==> config.mk <==
export PLATFORM = sky130hd
export DESIGN_NAME = button_press_classifier_flat
export DESIGN_NICKNAME = d
export VERILOG_FILES = /design/src/rtl/button_press_classifier_pkg.sv /design/src/rtl/button_press_classifier_if.sv /design/src/rtl/button_press_classifier_pb_edge_detect.sv /design/src/rtl/button_press_classifier.sv /design/src/flat_wrapper.sv
export SDC_FILE = /design/constraint.sdc
export NUM_CORES = 1
export LEC_CHECK = 0
export CORE_ASPECT_RATIO = 0.6
export CORE_UTILIZATION = 39
export DETAILED_ROUTE_END_ITERATION = 10
export GPL_TIMING_DRIVEN = 0
export PLACE_DENSITY_LB_ADDON = 0.2
export SYNTH_ARGS = -nofsm -noshare
export SYNTH_HDL_FRONTEND = slang
export SYNTH_SLANG_ARGS = --single-unit
==> constraint.sdc <==
create_clock -name clk -period 2.22 [get_ports clk]
set_clock_uncertainty 0.05 [all_clocks]
set_input_delay 0.444 -clock clk [delete_from_list [all_inputs] [get_ports clk]]
set_output_delay 0.444 -clock clk [all_outputs]
set_load 0.01 [all_outputs]
==> src/rtl/button_press_classifier_pkg.sv <==
// Shared types and default board timing for the push-button classifier.
// State codes are fixed constants so older tools and logic analysers see stable values.
package btn_pkg;

    localparam logic [2:0] ST_IDLE     = 3'd0;
    localparam logic [2:0] ST_PRESSED  = 3'd1;
    localparam logic [2:0] ST_WAIT_GAP = 3'd2;
    localparam logic [2:0] ST_SECOND   = 3'd3;
    localparam logic [2:0] ST_HELD     = 3'd4;

    typedef enum logic [2:0] {
        IDLE     = ST_IDLE,
        PRESSED  = ST_PRESSED,
        WAIT_GAP = ST_WAIT_GAP,
        SECOND   = ST_SECOND,
        HELD     = ST_HELD
    } btn_state_t;

    // 50 MHz board: 1 s long press, 250 ms double-press window.
    localparam int unsigned DEF_LONG_CYCLES = 50_000_000;
    localparam int unsigned DEF_GAP_CYCLES  = 12_500_000;
    localparam int unsigned DEF_CNT_W       = 26;

endpackage

==> src/rtl/button_press_classifier_if.sv <==
// Button level in, classified one-cycle events and status levels out.
interface button_press_classifier_if;

    logic pb_level;
    logic short_press;
    logic double_press;
    logic long_press;
    logic held;
    logic busy;

    modport master (
        output pb_level,
        input  short_press, double_press, long_press, held, busy
    );

    modport slave (
        input  pb_level,
        output short_press, double_press, long_press, held, busy
    );

endinterface

==> src/rtl/button_press_classifier_pb_edge_detect.sv <==
// Registered edge detector for an already-synchronous level.
// The register resets to 1 so a level held through reset never produces a rise.
module pb_edge_detect (
    input  logic clk,
    input  logic rst_n,
    input  logic d,
    output logic rise,
    output logic fall,
    output logic q
);

    logic r_q;

    always_ff @(posedge clk or negedge rst_n) begin
        if (!rst_n) begin
            r_q <= 1'b1;
        end else begin
            r_q <= d;
        end
    end

    assign rise = d & ~r_q;
    assign fall = ~d & r_q;
    assign q    = r_q;

endmodule

==> src/rtl/button_press_classifier.sv <==
// Classifies a debounced button level into short, double and long press pulses.
// All outputs are registered; pulses appear the cycle after the deciding edge.
module button_press_classifier
    import btn_pkg::*;
#(
    parameter int unsigned LONG_CYCLES = DEF_LONG_CYCLES,
    parameter int unsigned GAP_CYCLES  = DEF_GAP_CYCLES,
    parameter int unsigned CNT_W       = DEF_CNT_W
) (
    input  logic                      clk,
    input  logic                      rst_n,
    button_press_classifier_if.slave  bus
);

    localparam logic [CNT_W-1:0] LONG_TC = CNT_W'(LONG_CYCLES - 1);
    localparam logic [CNT_W-1:0] GAP_TC  = CNT_W'(GAP_CYCLES - 1);

    logic             w_rise;
    logic             w_fall;
    logic             w_pb_q_unused;
    btn_state_t       r_state;
    btn_state_t       w_next;
    logic [CNT_W-1:0] r_cnt;
    logic             w_short;
    logic             w_double;
    logic             w_long;
    logic             r_short;
    logic             r_double;
    logic             r_long;
    logic             r_held;
    logic             r_busy;

    pb_edge_detect u_edge (
        .clk  (clk),
        .rst_n(rst_n),
        .d    (bus.pb_level),
        .rise (w_rise),
        .fall (w_fall),
        .q    (w_pb_q_unused)
    );

    // A rise on the window's terminal cycle takes priority over the short press.
    always_comb begin
        w_next   = r_state;
        w_short  = 1'b0;
        w_double = 1'b0;
        w_long   = 1'b0;
        case (r_state)
            IDLE: begin
                if (w_rise) w_next = PRESSED;
            end
            PRESSED: begin
                if (bus.pb_level && (r_cnt == LONG_TC)) begin
                    w_next = HELD;
                    w_long = 1'b1;
                end else if (w_fall) begin
                    w_next = WAIT_GAP;
                end
            end
            WAIT_GAP: begin
                if (w_rise) begin
                    w_next = SECOND;
                end else if (r_cnt == GAP_TC) begin
                    w_next  = IDLE;
                    w_short = 1'b1;
                end
            end
            SECOND: begin
                if (w_fall) begin
                    w_next   = IDLE;
                    w_double = 1'b1;
                end else if (bus.pb_level && (r_cnt == LONG_TC)) begin
                    w_next = HELD;
                    w_long = 1'b1;
                end
            end
            HELD: begin
                if (w_fall) w_next = IDLE;
            end
            default: w_next = IDLE;
        endcase
    end

    always_ff @(posedge clk or negedge rst_n) begin
        if (!rst_n) begin
            r_state  <= IDLE;
            r_cnt    <= '0;
            r_short  <= 1'b0;
            r_double <= 1'b0;
            r_long   <= 1'b0;
            r_held   <= 1'b0;
            r_busy   <= 1'b0;
        end else begin
            r_state  <= w_next;
            r_short  <= w_short;
            r_double <= w_double;
            r_long   <= w_long;
            r_held   <= (w_next == HELD);
            r_busy   <= (w_next != IDLE);
            // Terminal counts always force a transition, so the counter never wraps.
            if (w_next != r_state) begin
                r_cnt <= '0;
            end else if ((r_state == PRESSED) || (r_state == WAIT_GAP) || (r_state == SECOND)) begin
                r_cnt <= r_cnt + CNT_W'(1);
            end
        end
    end

    assign bus.short_press  = r_short;
    assign bus.double_press = r_double;
    assign bus.long_press   = r_long;
    assign bus.held         = r_held;
    assign bus.busy         = r_busy;

endmodule
==> src/flat_wrapper.sv <==
// flat-port wrapper written by rule: the top's interface ports become plain ports
module button_press_classifier_flat import btn_pkg::*;
#(
    parameter int unsigned LONG_CYCLES = DEF_LONG_CYCLES,
    parameter int unsigned GAP_CYCLES  = DEF_GAP_CYCLES,
    parameter int unsigned CNT_W       = DEF_CNT_W
)
  (clk, rst_n, bus_pb_level, bus_short_press, bus_double_press, bus_long_press, bus_held, bus_busy);
  button_press_classifier_if bus_i ();
  input  logic clk;
  input  logic rst_n;
  input wire logic [$bits(bus_i.pb_level)-1:0] bus_pb_level;
  output wire logic [$bits(bus_i.short_press)-1:0] bus_short_press;
  output wire logic [$bits(bus_i.double_press)-1:0] bus_double_press;
  output wire logic [$bits(bus_i.long_press)-1:0] bus_long_press;
  output wire logic [$bits(bus_i.held)-1:0] bus_held;
  output wire logic [$bits(bus_i.busy)-1:0] bus_busy;
  assign bus_i.pb_level = bus_pb_level;
  assign bus_short_press = bus_i.short_press;
  assign bus_double_press = bus_i.double_press;
  assign bus_long_press = bus_i.long_press;
  assign bus_held = bus_i.held;
  assign bus_busy = bus_i.busy;
  button_press_classifier #(.LONG_CYCLES(LONG_CYCLES), .GAP_CYCLES(GAP_CYCLES), .CNT_W(CNT_W)) u_core (.clk(clk), .rst_n(rst_n), .bus(bus_i));
endmodule
After elaboration in Yosys (flattened, before gate mapping)
Cells that the tools add are included.
Storage, ports and cells
  word-level logic and storage cells: 46
  output and inout port bits: 5
  bits in registers: 35
  input bits: 3
Operators by class
  multiplexer cells: 19
  equality and inequality tests: 8
  reductions and logical operators: 6
  bitwise logic cells: 4
  add/sub/neg operators: 1
Operators with widths (number)
  26-bit 2-to-1 mux: 2
  26-bit by 1-bit adder with 26-bit output, second input constant: 1
  26-bit by 24-bit == test with 1-bit output, second input constant: 1
  26-bit == test, second input constant: 1
  3-bit 2-to-1 mux: 8
  3-bit case mux with 5 select lines: 1
  1-bit 2-to-1 mux: 7
  3-bit by 2-bit == test with 1-bit output, second input constant: 2
  3-bit == test, second input constant: 2
  3-bit by 1-bit == test with 1-bit output, second input constant: 1
  3-bit zero test: 1
  3-bit != test: 1
  3-bit nonzero test: 1
  1-bit bitwise AND: 2
  1-bit logical OR: 2
  1-bit inverter: 2
  1-bit case mux with 2 select lines: 1
  2-bit nonzero test: 1
  1-bit logical AND: 1

Depth between registers and ports, before layout
Gate-level depths: netlist of run 1.
  depth after elaboration: 7
  mapped depth: 8
  mapped depth without buffers: 7

Modules after synthesis
From an unflattened synthesis of run 1, not the netlist that was laid out.
Second synthesis, totals
  cells, all modules: 195
  area, all modules: 1863.0 um^2
Modules (own cells, without submodules)
  button_press_classifier: area an instance 1821.7 um^2, times used 1, cells each 192, sequential area each 850.8 um^2
  pb_edge_detect: area an instance 41.3 um^2, times used 1, cells each 3, sequential area each 26.3 um^2

Worst setup path before layout of run 1
OpenSTA, ideal clock, no wires.
  path kind: reg2reg
  start point: reg u_core.r_cnt[0]
  end point: reg u_core.r_cnt[0]
  setup time: 0.119 ns
  buffers on the path: 1
  arrival time: 1.730 ns
  path slack: 0.322 ns
  cell stages (with the launch flop): 9
  data required time: 2.051 ns
  period minus slack after synthesis: 1.898 ns
  path through: dfrtp_1 -> ha_1 -> and3_1 -> nand3_1 -> nor4_2 -> a21o_1 -> a31o_2 -> buf_6 -> nor2_1
On the way
  longest elaborated chain between the ends: 7
  elaborated cells on any way between the ends: 14
  classes of those cells: add/sub (1); eq/ne (3); mux (8); reduce/logical (2)
RTL lines
  from (decl): line button_press_classifier.sv:23  | logic [CNT_W-1:0] r_cnt;
  from (signal assigned): line button_press_classifier.sv:104  | r_cnt <= r_cnt + CNT_W'(1);
  26-bit == test: line button_press_classifier.sv:53, button_press_classifier.sv:72
  1-bit logical AND: line button_press_classifier.sv:53, button_press_classifier.sv:72
  3-bit 2-to-1 mux: line button_press_classifier.sv:72  | end else if (bus.pb_level && (r_cnt == LONG_TC)) begin
  3-bit 2-to-1 mux: line button_press_classifier.sv:69  | if (w_fall) begin
  3-bit case mux with 5 select lines: line button_press_classifier.sv:48  | case (r_state)
  3-bit != test: line button_press_classifier.sv:101  | if (w_next != r_state) begin
  26-bit 2-to-1 mux / 2-bit nonzero test (equally long branches)
Parallel ways exist; a longest one is shown, timed or not. The select of a mux whose other input is x is not followed.
A chain may end at the register's enable or synchronous reset.

Worst setup path after layout of run 1
  start point: reg u_core.r_cnt[0]
  end point: reg u_core.r_busy, in the netlist u_core.bus.busy
On the way
  longest elaborated chain between the ends: 6
  elaborated cells on any way between the ends: 10
  classes of those cells: eq/ne (2); mux (6); reduce/logical (2)
RTL lines
  26-bit == test: line button_press_classifier.sv:53, button_press_classifier.sv:72
  1-bit logical AND: line button_press_classifier.sv:53, button_press_classifier.sv:72
  3-bit 2-to-1 mux: line button_press_classifier.sv:72
  3-bit 2-to-1 mux: line button_press_classifier.sv:69
  3-bit case mux with 5 select lines *: line button_press_classifier.sv:48
  net u_core.w_next[1]: line button_press_classifier.sv:22  | btn_state_t w_next;
  3-bit nonzero test *: line button_press_classifier.sv:99  | r_busy <= (w_next != IDLE);
  to (signal assigned): line button_press_classifier.sv:99
  to (decl): line button_press_classifier.sv:31  | logic r_busy;
The timed path passes the listed nets; every way through them passes the cells marked *.

==> qor.yml, run 1 <==
timing:
  fmax_ghz: 0.471
  slew_headroom_pct: 48.7
  slew_violations: 0
  finalHoldViolations: 0
  timing.final.ws_setup_ns: 0.0975
  setup-violations-final: 0
  worstMarginPinSlew_ns: 0.770
  period_needed_ns: 2.12
  setup_tns_ns: 0
  fin_crit_sh_pct: 95.6
  rsz0062_at_grt: "false"
route:
  via_count: 1382
  drt_first_pass_iters: 5
  ant_nets: 0
  drt_iter0_drc: 80
  wire_per_inst_um: 16.0
  wl_met3_um: 160
  routed_via_density: 5.34
  wl_met2_mm: 1.74
  wl_met1_mm: 2.21
  wirelength_mm: 4.13
  drcViolationCount: 0
  top_layer: "met4"
place:
  dp_hpwl_mm: 3.03
  routabilityCongestion: 0.863
  place_ws_ns: -0.250
  port-buffer-count: 7
  placed_cells: 249
die:
  initial_core_util_pct: 42.6
  die_y_um: 54.9
  ios: 8
  core_region_area_mm2: 0.00428
  dieArea_mm2: 0.00496
  dieWidth_um: 90.2
  rows: 18
cts:
  holdBufCountCts: 0
  cts_tree: "built"
  clock_tree.root_cell: "clkbuf_8"
  clk_latency_ns: 0.28
  clkTransAtPathRegs_ns: 0.06
  cts-buffers-inserted: 5
  clockBufferDepth: 2
  cts.sinks: 35
  cts_max_level: 2
yosys:
  ys.flop_type: "dfrtp_1"
  synth_edf_count: 0
  yosys-top-cells-area: "dfrtp_1, xor2_1, nor2_1, nand3_1, xnor2_1"
  syn-num-nets: 186
  yosysWarningCount: 0
  ys_ff_latch: 35
  synthesis.area_mm2: 0.00182
  seq_area_frac_synth_pct: 48.1
  synth_cell_types: 39
  synth_largest_area_cell: "dfrtp_1"
  synth-async-reset-ratio_pct: 100
  avgSynthCellArea_um2: 10.0
  synth_top_area_share_pct: 46.7
  synthCells: 182
global_route:
  antenna_found_initial: 0
  grtUsageTotal_pct: 19.3
  grt_pass1_vias: 1313
  grt_pass1_wl_mm: 6.96
  grt_max_degree: 36
  globalRoute.totalOverflow: 0
setup_path:
  cp_max_fo: 4
  crit_type: "flip-flop to flip-flop"
  required_ns: 2.32
  end_kind: "flip-flop"
  worstPathArrival_ns: 2.23
  cp-start-kind: "flip-flop"
status:
  status: "complete, no violations"
final_layout:
  antenna_cells: 0
  seq_area_um2: 877
  nets: 202
  final_cells: 259
  final_common_cell: "dfrtp_1"
  layout-drive-gt1-share_pct: 14.6
  layout_common_cells: "dfrtp_1, nor2_1, xor2_1"
  multiInputGateArea_um2: 922
  area_growth_pct: 13.9
  nFillCells: 419
worst_hold_path:
  hold_path.class: "input pin to asynchronous set/reset pin"
power_and_ir_drop:
  power_mw: 1.46
  power.leakage_nw: 0.943
  power-per-cell-area_mw_per_mm2: 702
  peakVddDrop_uv: 460
job:
  drv_cap: 0
## registers in the layout, summed over array words and instances (netlist names)
register and count:
u_core.bus.double_press 1, u_core.bus.busy 1, u_core.r_cnt 26, u_core.bus.held 1, u_core.u_edge.q 1, u_core.bus.short_press 1
u_core.bus.long_press 1, u_core.r_state 3
## per-stage QoR
step	area (µm²)	hold WS, ns	utilization, %
6_report	2070	0.180	48.5
5_1_grt	2070	0.240	48.5
4_1_cts	2040	0.222	47.7
3_5_place_dp	1960	0.512	45.8
3_3_place_gp	1970	0.483	46.0
2_1_floorplan	1820	0.0984	-
## worst paths after layout
kind | from | to | slack (ns) | cells past startpoint
max | u_core.r_cnt[0] | u_core.bus.busy | 0.1 | 6
min | rst_n | u_core.bus.busy | 0.18 | 1
max reg2reg | u_core.r_cnt[0] | u_core.bus.busy | 0.1 | 6
min reg2reg | u_core.r_cnt[3] | u_core.r_cnt[3] | 0.53 | 2
max in group asynchronous | rst_n | u_core.r_cnt[11] | 1.44 | 1
min in group clk | bus_pb_level | u_core.u_edge.q | 0.31 | 1
## area by class of cell
cell class / count / share of cell area, %
Timing Repair Buffer: 9 / 3.98
Clock inverter: 1 / 0.241
Inverter: 2 / 0.362
Sequential cell: 35 / 42.3
Tap cell: 60 / 3.62
Buffer: 4 / 1.39
Multi-Input combinational cell: 141 / 44.5
Clock buffer: 7 / 3.68
## per-layer routing
layer,up-vias,track usage (%)
met4,0,4.03
met1,682,29.0
li1,670,-
met2,28,27.7
met3,2,4.92
met5,-,0
## power breakdown
group	switching, mW	internal (mW)
registers	0.0544	0.688
clock network	0.215	0.220
logic	0.160	0.119
## synth_stat cells (4+ instances only)
cell type / count
and3_1: 6
nand4_1: 6
dfrtp_1: 34
xnor2_1: 7
xor2_1: 16
nand2_1: 11
a21oi_1: 5
nor2_1: 30
nand3_1: 13
and2_1: 4
or3_1: 5
o21ai_0: 6
## what timing repair did
| action | in CTS | in global routing |
|---|---|---|
| pin swaps | 1 | 1 |
| setup buffers | 0 | 2 |
| gates resized for setup | 0 | 3 |
| setup endpoints to repair | 14 | 21 |
## critical path: stages, from the launching register on
cell and delay [ns]:
dfrtp_1 0.43, ha_1 0.20, and3_1 0.27, nand3_2 0.17, o21bai_1 0.20, a211o_1 0.31
or3_1 0.37
## kinds of logic (layout without fill, tap and decap cells)
logic type / after synthesis / in the layout / share of synthesized area, %
DFF: 35 / 35 / 48.1
xor gates and xnor gates: 23 / 23 / 11.1
adders and majority gates: 1 / 1 / 0.687
buffers and inverters: 6 / 23 / 1.99
AOI/OAI and AO/OA: 19 / 19 / 6.66
and+or+nand+nor: 98 / 98 / 31.5
No activity file was read; power rests on OpenSTA's default activity.
==> inputs of run 2 (changes only) <==
--- a/config.mk
+++ b/config.mk
@@ -8,8 +8,6 @@
 export CORE_ASPECT_RATIO = 0.6
 export CORE_UTILIZATION = 39
 export DETAILED_ROUTE_END_ITERATION = 10
-export GPL_TIMING_DRIVEN = 0
-export PLACE_DENSITY_LB_ADDON = 0.2
 export SYNTH_ARGS = -nofsm -noshare
 export SYNTH_HDL_FRONTEND = slang
 export SYNTH_SLANG_ARGS = --single-unit
==> run 2 against run 1 <==
Clock power up 15%. Wire length fell by 2.1%. Count of clock-buffer cells in the layout grew 1. Die area unchanged. Maximum frequency is 0.79% lower. Final cell count is 1.5% higher. Sequential cell count unchanged. Worst setup slack got worse by 0.017 ns. Sequential power decreased by 2%. Largest power group unchanged. Global-route usage down 0.38 points.
==> qor.yml, run 2 (synthesized netlist as in run 1, its figures left out) <==
global_route:
  grtUsageTotal_pct: 18.9
  globalRoute.totalOverflow: 0
  grt_pass1_wl_mm: 6.86
  grt_max_degree: 36
  grt_pass1_vias: 1380
  antenna_found_initial: 0
timing:
  fmax_ghz: 0.467
  setup_tns_ns: 0
  worstMarginPinSlew_ns: 0.436
  rsz0062_at_grt: "false"
  setup-violations-final: 0
  fin_crit_sh_pct: 96.4
  finalHoldViolations: 0
  period_needed_ns: 2.14
  slew_violations: 0
  slew_headroom_pct: 70.9
setup_path:
  cp_max_fo: 4
  worst_r2r_startpoint: "u_core.r_cnt[5]"
  crit_start: "bus_pb_level"
  crit_type: "input pin to flip-flop"
  end_kind: "flip-flop"
  worstPathArrival_ns: 2.25
  cp-start-kind: "input pin"
  required_ns: 2.33
  r2r_slack_ns: 0.16
place:
  dp_hpwl_mm: 2.96
  port-buffer-count: 7
  routabilityCongestion: 0.897
final_layout:
  utilization_pct: 50.0
  largest_register_ffs: 26
  largest_registers: "u_core.r_cnt: 26 flops, u_core.r_state: 3 flops"
  antenna_cells: 0
  layout-drive-gt1-share_pct: 16.7
  layout_common_cells: "dfrtp_1, nor2_1, xor2_1"
  top_register: "u_core.r_cnt"
  nets: 206
  area_growth_pct: 17.4
  nFillCells: 388
  final_common_cell: "dfrtp_1"
route:
  wl_met1_mm: 2.15
  via_count: 1402
  wl_met2_mm: 1.69
  routed_via_density: 5.33
  ant_nets: 0
  drt_first_pass_iters: 4
  top_layer: "met4"
  wirelength_mm: 4.05
  wl_met3_um: 183
  drt_iter0_drc: 122
  wire_per_inst_um: 15.4
  drcViolationCount: 0
die:
  ios: 8
  die_y_um: 54.9
  initial_core_util_pct: 42.6
  rows: 18
  dieArea_mm2: 0.00496
  core_region_area_mm2: 0.00428
  dieWidth_um: 90.2
cts:
  clk_latency_ns: 0.28
  clock_tree.root_cell: "clkbuf_8"
  clkTransAtPathRegs_ns: 0.07
  cts.sinks: 35
  holdBufCountCts: 0
  cts-buffers-inserted: 5
  cts_max_level: 2
  clockBufferDepth: 2
  cts_tree: "built"
status:
  status: "complete, no violations"
worst_hold_path:
  hold_path.class: "input pin to asynchronous set/reset pin"
power_and_ir_drop:
  power-per-cell-area_mw_per_mm2: 723
  peakVddDrop_uv: 472
  power.leakage_nw: 0.967
job:
  drv_cap: 0
[run 2: changes by cell type in the layout (fill, tap and decap cells not counted)]
cell / before / now
buf_6: 1 / 0
clkdlybuf4s50_1: 5 / 7
clkbuf_1: 2 / 1
a31o_2: 3 / 2
a31o_4: 0 / 1
nor2b_1: 2 / 1
nor2b_2: 0 / 1
buf_2: 3 / 0
clkinv_2: 1 / 0
dlymetal6s2s_1: 1 / 0
buf_4: 3 / 10
clkbuf_8: 5 / 7
[run 2: what timing repair did]
action	CTS	global route
setup endpoints to repair	0	16
buffers inserted	0	0
resized for setup	0	4
[run 2: area by class of cell]
type | count | area, µm² | share of cell area [%]
Tap cell | 60 | 75.1 | 3.51
Inverter | 2 | 7.51 | 0.351
Sequential cell | 35 | 877 | 41.0
Clock buffer | 8 | 100 | 4.68
Multi-Input combinational cell | 141 | 933 | 43.7
Timing Repair Buffer | 17 | 145 | 6.79
[run 2: report_power, final]
group | switching, mW | total (mW) | internal, mW
logic | 0.180 | 0.319 | 0.138
registers | 0.0377 | 0.725 | 0.688
clock network | 0.218 | 0.501 | 0.283
[run 2: worst max-delay path, stage by stage]
cell and delay (ns):
clkdlybuf4s50_1 0.54, and4b_1 0.22, and3_1 0.16, nand3_1 0.10, and3_1 0.18, a211o_1 0.24, or3_1 0.36
[run 2: path summary, 6_finish.rpt]
| path | to | cells after the start |
|---|---|---|
| min in group clk | u_core.r_cnt[3] | 2 |
| min reg2reg | u_core.r_cnt[3] | 2 |
| max in group asynchronous | u_core.u_edge.q | 2 |
| max | u_core.bus.busy | 7 |
| min | u_core.r_state[0] | 2 |
| max reg2reg | u_core.bus.busy | 5 |
[run 2: layer usage]
metal | global-route usage, % | vias up
li1 | - | 673
met1 | 26.5 | 690
met2 | 28.2 | 35
met3 | 5.60 | 4
met4 | 6.18 | 0
met5 | 0 | -
[run 2: metrics by stage]
step           hold slack [ns]  total power, mW  cells  cell area [µm²]  setup slack (ns)
2_1_floorplan           0.0984            0.931    182             1820             0.322
3_3_place_gp             0.482             1.03    255             2010            -0.142
3_5_place_dp             0.504             1.04    255             2010            -0.205
4_1_cts                  0.524             1.55    263             2110            0.0559
5_1_grt                  0.546             1.62    263             2140            0.0166
6_report                 0.517             1.55    263             2140            0.0805
